**src/rtl/up_counter_if.sv**
```systemverilog
// up_counter_if: control inputs and count/status outputs of up_counter
interface up_counter_if #(parameter int WIDTH = 4);
  logic             en;
  logic             ld;
  logic [WIDTH-1:0] ldvalue;
  logic [WIDTH-1:0] modval;
  logic [WIDTH-1:0] dout;
  logic             tc;
  logic             ovf;
  modport master (output en, ld, ldvalue, modval, input dout, tc, ovf);
  modport slave  (input en, ld, ldvalue, modval, output dout, tc, ovf);
endinterface

```
**src/rtl/up_counter.sv**
```systemverilog
// up_counter: loadable modulo up counter with terminal-count and wrap flags; define UP_COUNTER_SATURATE_EN to saturate at modval instead of wrapping
module up_counter #(parameter int WIDTH = 4) (
  input logic         clk,
  input logic         rst,
  up_counter_if.slave bus
);
  logic [WIDTH-1:0] r_count;
  logic             r_ovf;
  logic             w_at_top;
  logic             w_wrap;
  logic [WIDTH-1:0] w_next;
  // at or above the terminal count, which also covers counts loaded or left above a lowered modval
  assign w_at_top = r_count >= bus.modval;
`ifdef UP_COUNTER_SATURATE_EN
  assign w_wrap = 1'b0;
  assign w_next = w_at_top ? bus.modval : r_count + 1'b1;
`else
  assign w_wrap = bus.en && !bus.ld && w_at_top;
  assign w_next = w_at_top ? '0 : r_count + 1'b1;
`endif
  // count register and wrap pulse: rst beats ld beats en beats hold
  always_ff @(posedge clk) begin
    if (rst) begin
      r_count <= '0;
      r_ovf   <= 1'b0;
    end else begin
      r_count <= bus.ld ? bus.ldvalue : bus.en ? w_next : r_count;
      r_ovf   <= w_wrap;
    end
  end
  assign bus.dout = r_count;
  assign bus.tc   = r_count == bus.modval;
  assign bus.ovf  = r_ovf;
endmodule

```
**src/flat_wrapper.sv**
```systemverilog
// flat-port wrapper written by rule: the top's interface ports become plain ports
module up_counter_flat 
#(parameter int WIDTH = 4)
  (clk, rst, bus_en, bus_ld, bus_ldvalue, bus_modval, bus_dout, bus_tc, bus_ovf);
  up_counter_if #(.WIDTH(WIDTH)) bus_i ();
  input logic clk;
  input logic rst;
  input wire logic [$bits(bus_i.en)-1:0] bus_en;
  input wire logic [$bits(bus_i.ld)-1:0] bus_ld;
  input wire logic [$bits(bus_i.ldvalue)-1:0] bus_ldvalue;
  input wire logic [$bits(bus_i.modval)-1:0] bus_modval;
  output wire logic [$bits(bus_i.dout)-1:0] bus_dout;
  output wire logic [$bits(bus_i.tc)-1:0] bus_tc;
  output wire logic [$bits(bus_i.ovf)-1:0] bus_ovf;
  assign bus_i.en = bus_en;
  assign bus_i.ld = bus_ld;
  assign bus_i.ldvalue = bus_ldvalue;
  assign bus_i.modval = bus_modval;
  assign bus_dout = bus_i.dout;
  assign bus_tc = bus_i.tc;
  assign bus_ovf = bus_i.ovf;
  up_counter #(.WIDTH(WIDTH)) u_core (.clk(clk), .rst(rst), .bus(bus_i));
endmodule
```
**config.mk**
```make
export PLATFORM = sky130hd
export DESIGN_NAME = up_counter_flat
export DESIGN_NICKNAME = d
export VERILOG_FILES = /design/src/rtl/up_counter_if.sv /design/src/rtl/up_counter.sv /design/src/flat_wrapper.sv
export SDC_FILE = /design/constraint.sdc
export NUM_CORES = 1
export LEC_CHECK = 0
export BUFFER_PORTS_ARGS = -buffer_cell sky130_fd_sc_hd__buf_2
export CAP_MARGIN = 20
export CORE_AREA = 2 2 39 41
export CTS_BUF_LIST = sky130_fd_sc_hd__clkbuf_4 sky130_fd_sc_hd__clkbuf_8 sky130_fd_sc_hd__clkbuf_16
export DETAILED_ROUTE_END_ITERATION = 6
export DIE_AREA = 0 0 41 43
export SLEW_MARGIN = 20
export SYNTH_ARGS = -nofsm -noshare
export SYNTH_HDL_FRONTEND = slang
export SYNTH_SLANG_ARGS = --single-unit
```
**constraint.sdc**
```tcl
create_clock -name clk -period 1.77 [get_ports clk]
set_input_delay 0.177 -clock clk [delete_from_list [all_inputs] [get_ports clk]]
set_output_delay 0.177 -clock clk [all_outputs]
set_load 0.01 [all_outputs]
```
# After elaboration in Yosys (flattened, before gate mapping)
# Cells that the tools add are included.
op_classes:
  add_sub_neg: 1
  n_lt_le_gt_ge: 1
  n_eq_ne: 1
  n_mux: 3
  n_reduce_logical: 4
ops:
  columns: ["op", "count"]
  rows:
  - ["2-to-1 mux 4 bit", 3]
  - ["adder 4 x 1 -> 4 bit (second input constant)", 1]
  - ["equality test 4 bit", 1]
  - ["greater-or-equal comparator 4 bit", 1]
  - ["logical AND 1 bit", 2]
  - ["nonzero test 2 bit", 1]
  - ["zero test 1 bit", 1]
totals:
  regBits: 5
  inputBits: 12
  out_inout_bits: 6
  wordCells: 12

# Depth between registers and ports, before layout
# Gate-level depths: netlist (run 1).
depth:
  ltp_word: 4
  depth_mapped: 6
  mapped_depth_nobuf: 6

# Least setup slack after synthesis (run 1)
# No wires, ideal clock.
synth_timing:
  kind: "flip-flop to flip-flop"
  start: "reg u_core.r_count[0], in the netlist u_core.bus.dout[0]"
  end: "reg u_core.r_count[3], in the netlist u_core.bus.dout[3]"
  setup_time_ps: 66
  t_arrival_ps: 1584
  t_required_ps: 1704
  path_slack_ps: 120
  path_stages_with_launch: 7
  path_buffers: 0
  period_less_slack_ps: 1650
  path_cell_list: "dfxtp_1 -> inv_1 -> ha_1 -> nand2b_4 -> a2111oi_4 -> o211ai_2 -> a21oi_2"
synth_between:
  elab_chain_len: 4
  elab_cells_between_ends: 5
  classes_between: "add/sub (1); order compare (1); mux (3)"
synth_rtl:
  columns: ["element", "line_no", "text"]
  rows:
  - ["from (decl)", "up_counter.sv:7", "logic [WIDTH-1:0] r_count;"]
  - ["from (signal assigned)", "up_counter.sv:27", "r_count <= bus.ld ? bus.ldvalue : bus.en ? w_next : r_count;"]
  - ["adder 4 x 1 -> 4 bit or greater-or-equal comparator 4 bit (tied branches)", "up_counter.sv:19, up_counter.sv:13", null]
  - ["2-to-1 mux 4 bit (*)", "up_counter.sv:19", "assign w_next = w_at_top ? '0 : r_count + 1'b1;"]
  - ["2-to-1 mux 4 bit (*) (2 in a row)", "up_counter.sv:27", null]
# Every way passes the cells marked *; elsewhere a longest branch is shown, timed or not. The select of a mux whose other input is x is not followed.
# A chain may end at the register's enable or synchronous reset.

# Final worst setup path (run 1)
layout_timing:
  start: "reg u_core.r_count[0], in the netlist u_core.bus.dout[0]"
  end: "reg u_core.r_count[2], in the netlist u_core.bus.dout[2]"
# Same word-level chain as after synthesis.

==> results.py, run 1 <==
metrics = {
    "setup_path": {
        "timing.rr.start": "u_core.bus.dout[0]",
        "ff2ff_path_depth": 6,
        "worstSetupPathType": "reg -> reg",
        "crit_start": "u_core.bus.dout[0]",
        "crit_path_end_kind": "flop",
        "cp_max_fo": 5,
        "critPathArrivalTime_ns": 1.80,
        "cp-start-kind": "flop",
        "required_ns": 1.93,
        "cp-endpoint": "u_core.bus.dout[2]",
        "r2r_slack_ns": 0.13,
        "r2r_end": "u_core.bus.dout[2]",
    },
    "clock_tree": {
        "cts_resized": 0,
        "clock_latency_ns": 0.24,
        "ctsHoldBuffers": 0,
        "path_clk_slew_ns": 0.05,
        "tritoncts": "done",
        "cts_buffers": 3,
        "post_cts_buffers": 0,
        "cts_sinks": 5,
        "cts_max_level": 1,
        "cts_root_buf": "clkbuf_4",
        "cts.path.max_buffers": 2,
    },
    "sta": {
        "final.setup.tns_ns": 0,
        "setup_viol": 0,
        "clock_skew_ns": 0.000219,
        "tightest_slew_ns": 0.358,
        "finalCriticalPeriod_ns": 1.64,
        "slew_headroom_pct": 76.2,
        "finalHoldViolCount": 0,
        "whs_ns": 0.176,
        "fin_ws_ns": 0.132,
        "period_share_pct": 92.5,
        "fmax_mhz": 611,
        "grt_setup_unrepaired": "false",
        "slew_violations": 0,
    },
    "yosys": {
        "yosysWarnings": 0,
        "synth_nets": 59,
        "yosysUniqueCellTypes": 23,
        "seq_area_frac_synth_pct": 25.2,
        "syn_inst": 42,
        "avgSynthCellArea_um2": 9.44,
        "ys_ff_latch": 5,
        "synth_area_um2": 397,
    },
    "floorplanning": {
        "fp.dieW_um": 41,
        "die_y_um": 43,
        "dieArea_mm2": 0.00176,
        "rows": 14,
        "start_util_pct": 28.7,
        "core_mm2": 0.00138,
        "io_pins": 18,
    },
    "global_route": {
        "grt_overflow": 0,
        "grt_pass1_vias": 330,
        "antenna_found_initial": 0,
        "grt_pass1_wl_mm": 1.37,
        "grt_util_all_layers_pct": 11.9,
        "grt_start_max_net_pins": 10,
    },
    "detailed_routing": {
        "drc": 0,
        "wirelength_um": 882,
        "drt_pass1_iterations": 2,
        "vias": 363,
        "wire_per_inst_um": 11.3,
        "viasPerCell": 4.65,
        "ant_nets": 0,
        "drt_iter0_drc": 2,
    },
    "placement": {
        "dp_hpwl_um": 704,
        "place_ws_ns": 0.101,
        "io_buffers": 17,
        "placed_cell_area_um2": 498,
        "routabilityCongestion": 0.728,
    },
    "final_layout": {
        "stdcell_area_um2": 528,
        "fillers": 156,
        "area_growth_pct": 33.1,
        "mostFrequentLayoutCell": "buf_2",
        "mostFrequentLayoutCells": "17 x buf_2, 5 x ha_1, 5 x dfxtp_1",
        "antenna_cells": 0,
        "layout.nets": 80,
        "drive_gt1_share_pct": 45.2,
        "final_util_pct": 38.2,
    },
    "power": {
        "p_leak_uw": 0.000254,
        "powerDensity_mw_per_mm2": 726,
        "ir_worst_vdd_uv": 374,
    },
    "job": {
        "cap_violations": 0,
    },
    "run_status": {
        "outcome": "finished clean",
    },
    "worst_hold_path": {
        "hp-class": "in -> reg",
    },
}
## power breakdown
group	total (µW)	internal [µW]	switching [µW]
Clock	149	101	48.8
Sequential	129	120	8.94
Combinational	104	53.4	51.0
## final cells by class
| type | instances | area, µm² | share of cell area [%] |
|---|---|---|---|
| tap | 16 | 20.0 | 3.79 |
| multi-input combinational | 32 | 278 | 52.6 |
| inverter | 4 | 15.0 | 2.84 |
| timing repair buffer | 17 | 85.1 | 16.1 |
| sequential | 5 | 100 | 19.0 |
| clock buffer | 4 | 30.0 | 5.69 |
## synth_stat cells, drive strengths merged
cell,number,share of area (%)
a2111oi,1,6.9
nand3,1,1.3
nand2b,3,6.6
a21oi,5,7.3
nor2,1,0.95
xor2,1,2.2
or2,1,1.6
clkbuf,1,0.95
nor4b,1,2.2
xnor2,1,2.2
dfxtp,5,25
o22ai,3,4.7
ha,5,16
nor3b,3,5.7
and4,1,2.5
o211ai,1,3.2
o21ai,1,2.2
inv,4,3.8
nor2b,1,1.6
o21a,1,1.9
nor3,1,1.3
## cells by family after synthesis
family | Yosys count | share of synthesized area (%)
AND/OR/NAND/NOR | 13 | 23.7
AO/OA/AOI/OAI | 12 | 26.2
buffers and inverters | 5 | 4.73
adder cells (fa/ha/maj) | 5 | 15.8
flip-flops | 5 | 25.2
XOR/XNOR | 2 | 4.42
## state kept, by name, indices dropped and copies added, names as in the netlist
signal / cells
u_core.bus.ovf: 1
u_core.bus.dout: 4
## per-layer routing
| metal | global-route usage, % | part of all wire [%] |
|---|---|---|
| met1 | 13.8 | 46 |
| met2 | 18.1 | 50 |
| met3 | 3.14 | 4.3 |
| met4 | 8.00 | 0 |
| met5 | 0 | 0 |
## metrics by stage
step	instances	total power, µW
after floorplan	42	202
after global placement	74	234
after detailed placement	74	236
after CTS	78	389
after global routing	78	411
final	78	383
## worst max-delay path, stage by stage, from the launching register on
cell,delay [ns]
dfxtp_1,0.38
inv_1,0.08
ha_1,0.30
nand2b_4,0.15
a2111oi_4,0.37
o21ai_2,0.13
o22ai_1,0.13
## how the worst min path moves through the flow
| stage | start | to | slack, ns | depth (start not counted) |
|---|---|---|---|---|
| CTS | rst | u_core.bus.dout[3] | 0.17 | 2 |
| detailed placement | rst | u_core.bus.dout[3] | 0.43 | 2 |
| global placement | rst | u_core.bus.dout[3] | 0.43 | 2 |
| floorplan | rst | u_core.bus.dout[3] | 0.24 | 1 |
| finish | rst | u_core.bus.dout[3] | 0.18 | 2 |
| global route | rst | u_core.bus.dout[3] | 0.18 | 2 |
No activity file was read; power rests on OpenSTA's default activity.
==> inputs of run 2 (changes only) <==
--- a/config.mk
+++ b/config.mk
@@ -11,6 +11,7 @@
 export CTS_BUF_LIST = sky130_fd_sc_hd__clkbuf_4 sky130_fd_sc_hd__clkbuf_8 sky130_fd_sc_hd__clkbuf_16
 export DETAILED_ROUTE_END_ITERATION = 6
 export DIE_AREA = 0 0 41 43
+export REMOVE_ABC_BUFFERS = 1
 export SLEW_MARGIN = 20
 export SYNTH_ARGS = -nofsm -noshare
 export SYNTH_HDL_FRONTEND = slang
==> run 2 against run 1 <==
  * Count of clock-buffer cells in the layout unchanged
  * Core utilization grew 0.090 points
  * Die area unchanged
  * Sequential power is essentially flat
  * Power grew 1.2%
  * Final cell count unchanged
  * Worst hold slack better by 0.0023 ns
  * Sequential share of layout area rose by 0.19 points
  * Largest power group unchanged
==> results.py, run 2 (same netlist as run 1, synthesis figures left out) <==
metrics = {
    "sta": {
        "finalCriticalPeriod_ns": 1.58,
        "grt_setup_unrepaired": "false",
        "fin_ws_ns": 0.187,
        "fmax_mhz": 632,
        "slew_headroom_pct": 76.0,
        "setup_viol": 0,
        "tightest_slew_ns": 0.359,
        "period_share_pct": 89.4,
        "finalHoldViolCount": 0,
        "slew_violations": 0,
        "clock_skew_ns": 0.000315,
        "final.setup.tns_ns": 0,
    },
    "final_layout": {
        "mostFrequentLayoutCells": "17 x buf_2, 5 x ha_1",
        "largest_reg_flops": 4,
        "antenna_cells": 0,
        "drive_gt1_share_pct": 46.8,
        "area_growth_pct": 33.4,
        "layout.nets": 80,
        "mostFrequentLayoutCell": "buf_2",
    },
    "placement": {
        "dp_hpwl_um": 728,
        "io_buffers": 17,
        "place_ws_ns": 0.114,
        "routabilityCongestion": 0.758,
    },
    "clock_tree": {
        "path_clk_slew_ns": 0.04,
        "post_cts_buffers": 0,
        "cts_root_buf": "clkbuf_4",
        "cts_max_level": 1,
        "cts_sinks": 5,
        "cts_buffers": 3,
        "cts.path.max_buffers": 2,
        "ctsHoldBuffers": 0,
        "clock_latency_ns": 0.25,
        "tritoncts": "done",
        "cts_resized": 0,
    },
    "setup_path": {
        "crit_path_end_kind": "flop",
        "critPathArrivalTime_ns": 1.76,
        "cp_max_fo": 5,
        "cp-start-kind": "flop",
        "worstSetupPathType": "reg -> reg",
        "required_ns": 1.94,
    },
    "detailed_routing": {
        "viasPerCell": 4.65,
        "drt_pass1_iterations": 4,
        "wirelength_um": 913,
        "vias": 363,
        "wire_per_inst_um": 11.7,
        "drt_iter0_drc": 5,
        "drc": 0,
        "ant_nets": 0,
    },
    "floorplanning": {
        "rows": 14,
        "core_mm2": 0.00138,
        "fp.dieW_um": 41,
        "io_pins": 18,
        "start_util_pct": 28.7,
        "dieArea_mm2": 0.00176,
        "die_y_um": 43,
    },
    "global_route": {
        "grt_pass1_wl_mm": 1.55,
        "antenna_found_initial": 0,
        "grt_pass1_vias": 366,
        "grt_overflow": 0,
        "grt_util_all_layers_pct": 13.7,
        "grt_start_max_net_pins": 10,
    },
    "job": {
        "cap_violations": 0,
    },
    "power": {
        "p_total_uw": 388,
        "p_leak_uw": 0.000255,
        "powerDensity_mw_per_mm2": 733,
        "ir_worst_vdd_uv": 259,
    },
    "worst_hold_path": {
        "hp-class": "in -> reg",
    },
    "run_status": {
        "outcome": "finished clean",
    },
}
==> run 2: cell counts in the layout (fill, tap and decap cells not counted) <==
Identical to the previous run, type by type.
==> run 2: where the power goes <==
group	internal [µW]	leakage, µW	switching, µW
logic	53.3	0.000195	51.6
clock network	101	0.0000184	52.9
registers	121	0.0000414	8.48
==> run 2: worst paths after layout <==
path                                    startpoint                 end  slack, ns  depth (start not counted)
worst min-delay path                           rst  u_core.bus.dout[3]       0.18                          2
worst max register to register  u_core.bus.dout[0]  u_core.bus.dout[1]       0.19                          6
worst max-delay path            u_core.bus.dout[0]  u_core.bus.dout[1]       0.19                          6
worst min register to register  u_core.bus.dout[0]  u_core.bus.dout[0]       0.57                          2
==> run 2: metrics by stage <==
step / area (µm²) / cells / hold WS (ns) / util (%)
2_1_floorplan: 393 / 41 / 0.239 / -
3_3_place_gp: 498 / 74 / 0.431 / 36.0
3_5_place_dp: 498 / 74 / 0.435 / 36.0
4_1_cts: 528 / 78 / 0.171 / 38.2
5_1_grt: 529 / 78 / 0.202 / 38.2
6_report: 529 / 78 / 0.179 / 38.2
==> run 2: layout make-up <==
type / count / area, µm²
multi-input cells: 32 / 278
flip-flops and latches: 5 / 101
well taps: 16 / 20.0
repair buffers: 17 / 85.1
inverters: 4 / 15.0
fillers: 141 / 855
clock buffers: 4 / 30.0
==> run 2: metal layers <==
| metal | GRT usage, % | share of wire (%) | up-vias |
|---|---|---|---|
| li1 | - | - | 195 |
| met1 | 16.3 | 44 | 154 |
| met2 | 20.3 | 48 | 11 |
| met3 | 3.14 | 5.5 | 3 |
| met4 | 10.0 | 3.0 | 0 |
| met5 | 0 | 0 | - |
==> run 2: critical path, cell delays in order (launching register included) <==
cell	delay [ns]
dfxtp_2	0.34
inv_1	0.06
ha_1	0.30
nand2b_4	0.15
a2111oi_4	0.38
o21ai_2	0.14
o22ai_1	0.14
==> inputs of run 3 (changes only) <==
==> constraint.sdc (replaced) <==
create_clock -name clk -period 1.45 [get_ports clk]
set_input_delay 0.145 -clock clk [delete_from_list [all_inputs] [get_ports clk]]
set_output_delay 0.145 -clock clk [all_outputs]
set_load 0.01 [all_outputs]
==> run 3 against run 2 <==
  * Die area is the same
  * Final cell count up 6.4%
  * Core utilization grew 4.5 points
  * Highest routed layer is now met3
  * Clock power grew 17%
  * Worst hold slack got worse by 0.032 ns
  * Sequential share of layout area fell by 2.0 points
  * Global-route usage fell by 0.98 points
  * Clock skew increased by 0.0036 ns
  * Routed wire length stayed put
  * Count of clock-buffer cells in the layout did not move
==> results.py, run 3 (same netlist as run 1, synthesis figures left out) <==
metrics = {
    "power": {
        "p_leak_uw": 0.000279,
        "p_total_uw": 493,
        "powerDensity_mw_per_mm2": 832,
        "ir_worst_vdd_uv": 567,
    },
    "clock_tree": {
        "cts_root_buf": "clkbuf_4",
        "path_clk_slew_ns": 0.04,
        "cts_max_level": 1,
        "cts_buffers": 3,
        "ctsHoldBuffers": 0,
        "clock_latency_ns": 0.24,
        "tritoncts": "done",
        "cts.path.max_buffers": 2,
        "cts_sinks": 5,
    },
    "setup_path": {
        "crit_chain": "inv_2 -> ha_4 -> nand2b_4 -> a2111oi_4 -> o21ai_2 -> o22ai_1",
        "cpMaxStageDelayCell": "a2111oi_4",
        "critPathArrivalTime_ns": 1.59,
        "cpPeakStageDelay_ns": 0.37,
        "cp_num_buf_inv": 1,
        "cp-start-kind": "flop",
        "required_ns": 1.61,
        "worstSetupPathType": "reg -> reg",
        "cp_max_fo": 3,
        "crit_path_end_kind": "flop",
        "crit_family": "compound AO/OA/AOI/OAI gates",
    },
    "sta": {
        "setup_viol": 0,
        "tightest_slew_ns": 0.352,
        "slew_violations": 0,
        "period_share_pct": 98.4,
        "fin_ws_ns": 0.0226,
        "clock_skew_ns": 0.00391,
        "slew_headroom_pct": 76.5,
        "fmax_mhz": 701,
        "finalHoldViolCount": 0,
        "finalCriticalPeriod_ns": 1.43,
        "grt_setup_unrepaired": "true",
    },
    "placement": {
        "place_ws_ns": -0.183,
        "io_buffers": 17,
        "routabilityCongestion": 0.826,
        "dp_hpwl_um": 750,
        "placed_cell_area_um2": 528,
    },
    "floorplanning": {
        "die_y_um": 43,
        "rows": 14,
        "start_util_pct": 28.7,
        "fp.dieW_um": 41,
        "io_pins": 18,
        "dieArea_mm2": 0.00176,
        "core_mm2": 0.00138,
    },
    "global_route": {
        "antenna_found_initial": 0,
        "grt_start_max_net_pins": 10,
        "grt_pass1_wl_mm": 1.46,
        "grt_pass1_vias": 347,
        "grt_overflow": 0,
        "grt_util_all_layers_pct": 12.8,
    },
    "final_layout": {
        "fillers": 142,
        "stdcell_area_um2": 592,
        "mostFrequentLayoutCell": "buf_2",
        "layout.nets": 85,
        "largest_reg_flops": 4,
        "mostFrequentLayoutCells": "17 x buf_2, 5 x buf_4, 4 x a21oi_1, 4 x clkbuf_4, 4 x dfxtp_1",
        "drive_gt1_share_pct": 55.2,
        "antenna_cells": 0,
        "final_util_pct": 42.8,
        "area_growth_pct": 49.2,
    },
    "run_status": {
        "outcome": "finished clean",
    },
    "detailed_routing": {
        "wirelength_um": 913,
        "drt_pass1_iterations": 2,
        "drc": 0,
        "drt_iter0_drc": 6,
        "vias": 382,
        "ant_nets": 0,
        "viasPerCell": 4.60,
        "wire_per_inst_um": 11.0,
    },
    "worst_hold_path": {
        "hp-class": "in -> reg",
    },
    "job": {
        "cap_violations": 0,
    },
}
-- run 3: cell count changes in the layout (fill, tap and decap cells not counted) --
| cell | before | now |
|---|---|---|
| buf_4 | 0 | 5 |
| ha_1 | 5 | 3 |
| ha_4 | 0 | 2 |
| inv_1 | 4 | 3 |
| inv_2 | 0 | 1 |
-- run 3: worst reg2reg max path: stages (launching register included) --
cell and delay, ns:
dfxtp_2 0.33, inv_2 0.05, ha_4 0.21, nand2b_4 0.14, a2111oi_4 0.37, o21ai_2 0.11, o22ai_1 0.14
-- run 3: final timing paths --
path,start,to,slack [ns],cells past startpoint
max,u_core.bus.dout[0],u_core.bus.dout[1],0.02,6
min,rst,u_core.bus.dout[3],0.15,2
max reg2reg,u_core.bus.dout[0],u_core.bus.dout[1],0.02,6
min reg2reg,u_core.bus.dout[3],u_core.bus.dout[3],0.63,3
-- run 3: layout make-up --
cell class	instances	area (µm²)	share of cell area [%]
multi-input combinational	32	303	51.2
timing repair buffer	22	123	20.7
sequential	5	101	17.1
clock buffer	4	30.0	5.07
tap	16	20.0	3.38
inverter	4	15.0	2.54
-- run 3: timing repair --
| action | 4_1_cts | 5_1_grt |
|---|---|---|
| resized for setup | 3 | 1 |
| endpoints found under the setup margin | 5 | 5 |
| buffers inserted | 0 | 1 |
| pin swaps | 4 | 3 |
-- run 3: power breakdown --
group          total, µW  internal (µW)  leakage (µW)  switching [µW]
registers            155            147     0.0000414            7.50
clock network        180            123     0.0000184            57.0
logic                158           86.0      0.000219            71.9
-- run 3: per-layer routing --
metal | global-route usage [%] | vias up | wire length [µm]
li1 | - | 203 | -
met1 | 15.2 | 169 | 384
met2 | 19.4 | 10 | 472
met3 | 6.28 | 0 | 56
met4 | 4.00 | 0 | 0
met5 | 0 | - | 0
-- run 3: stage by stage --
| step | TNS (ns) | std cells | hold slack (ns) |
|---|---|---|---|
| 2_1_floorplan | -0.799 | 41 | 0.207 |
| 4_1_cts | 0 | 82 | 0.138 |
| 3_5_place_dp | -0.658 | 78 | 0.398 |
| 3_3_place_gp | -0.416 | 78 | 0.395 |
| 5_1_grt | -0.257 | 83 | 0.156 |
| 6_report | 0 | 83 | 0.147 |
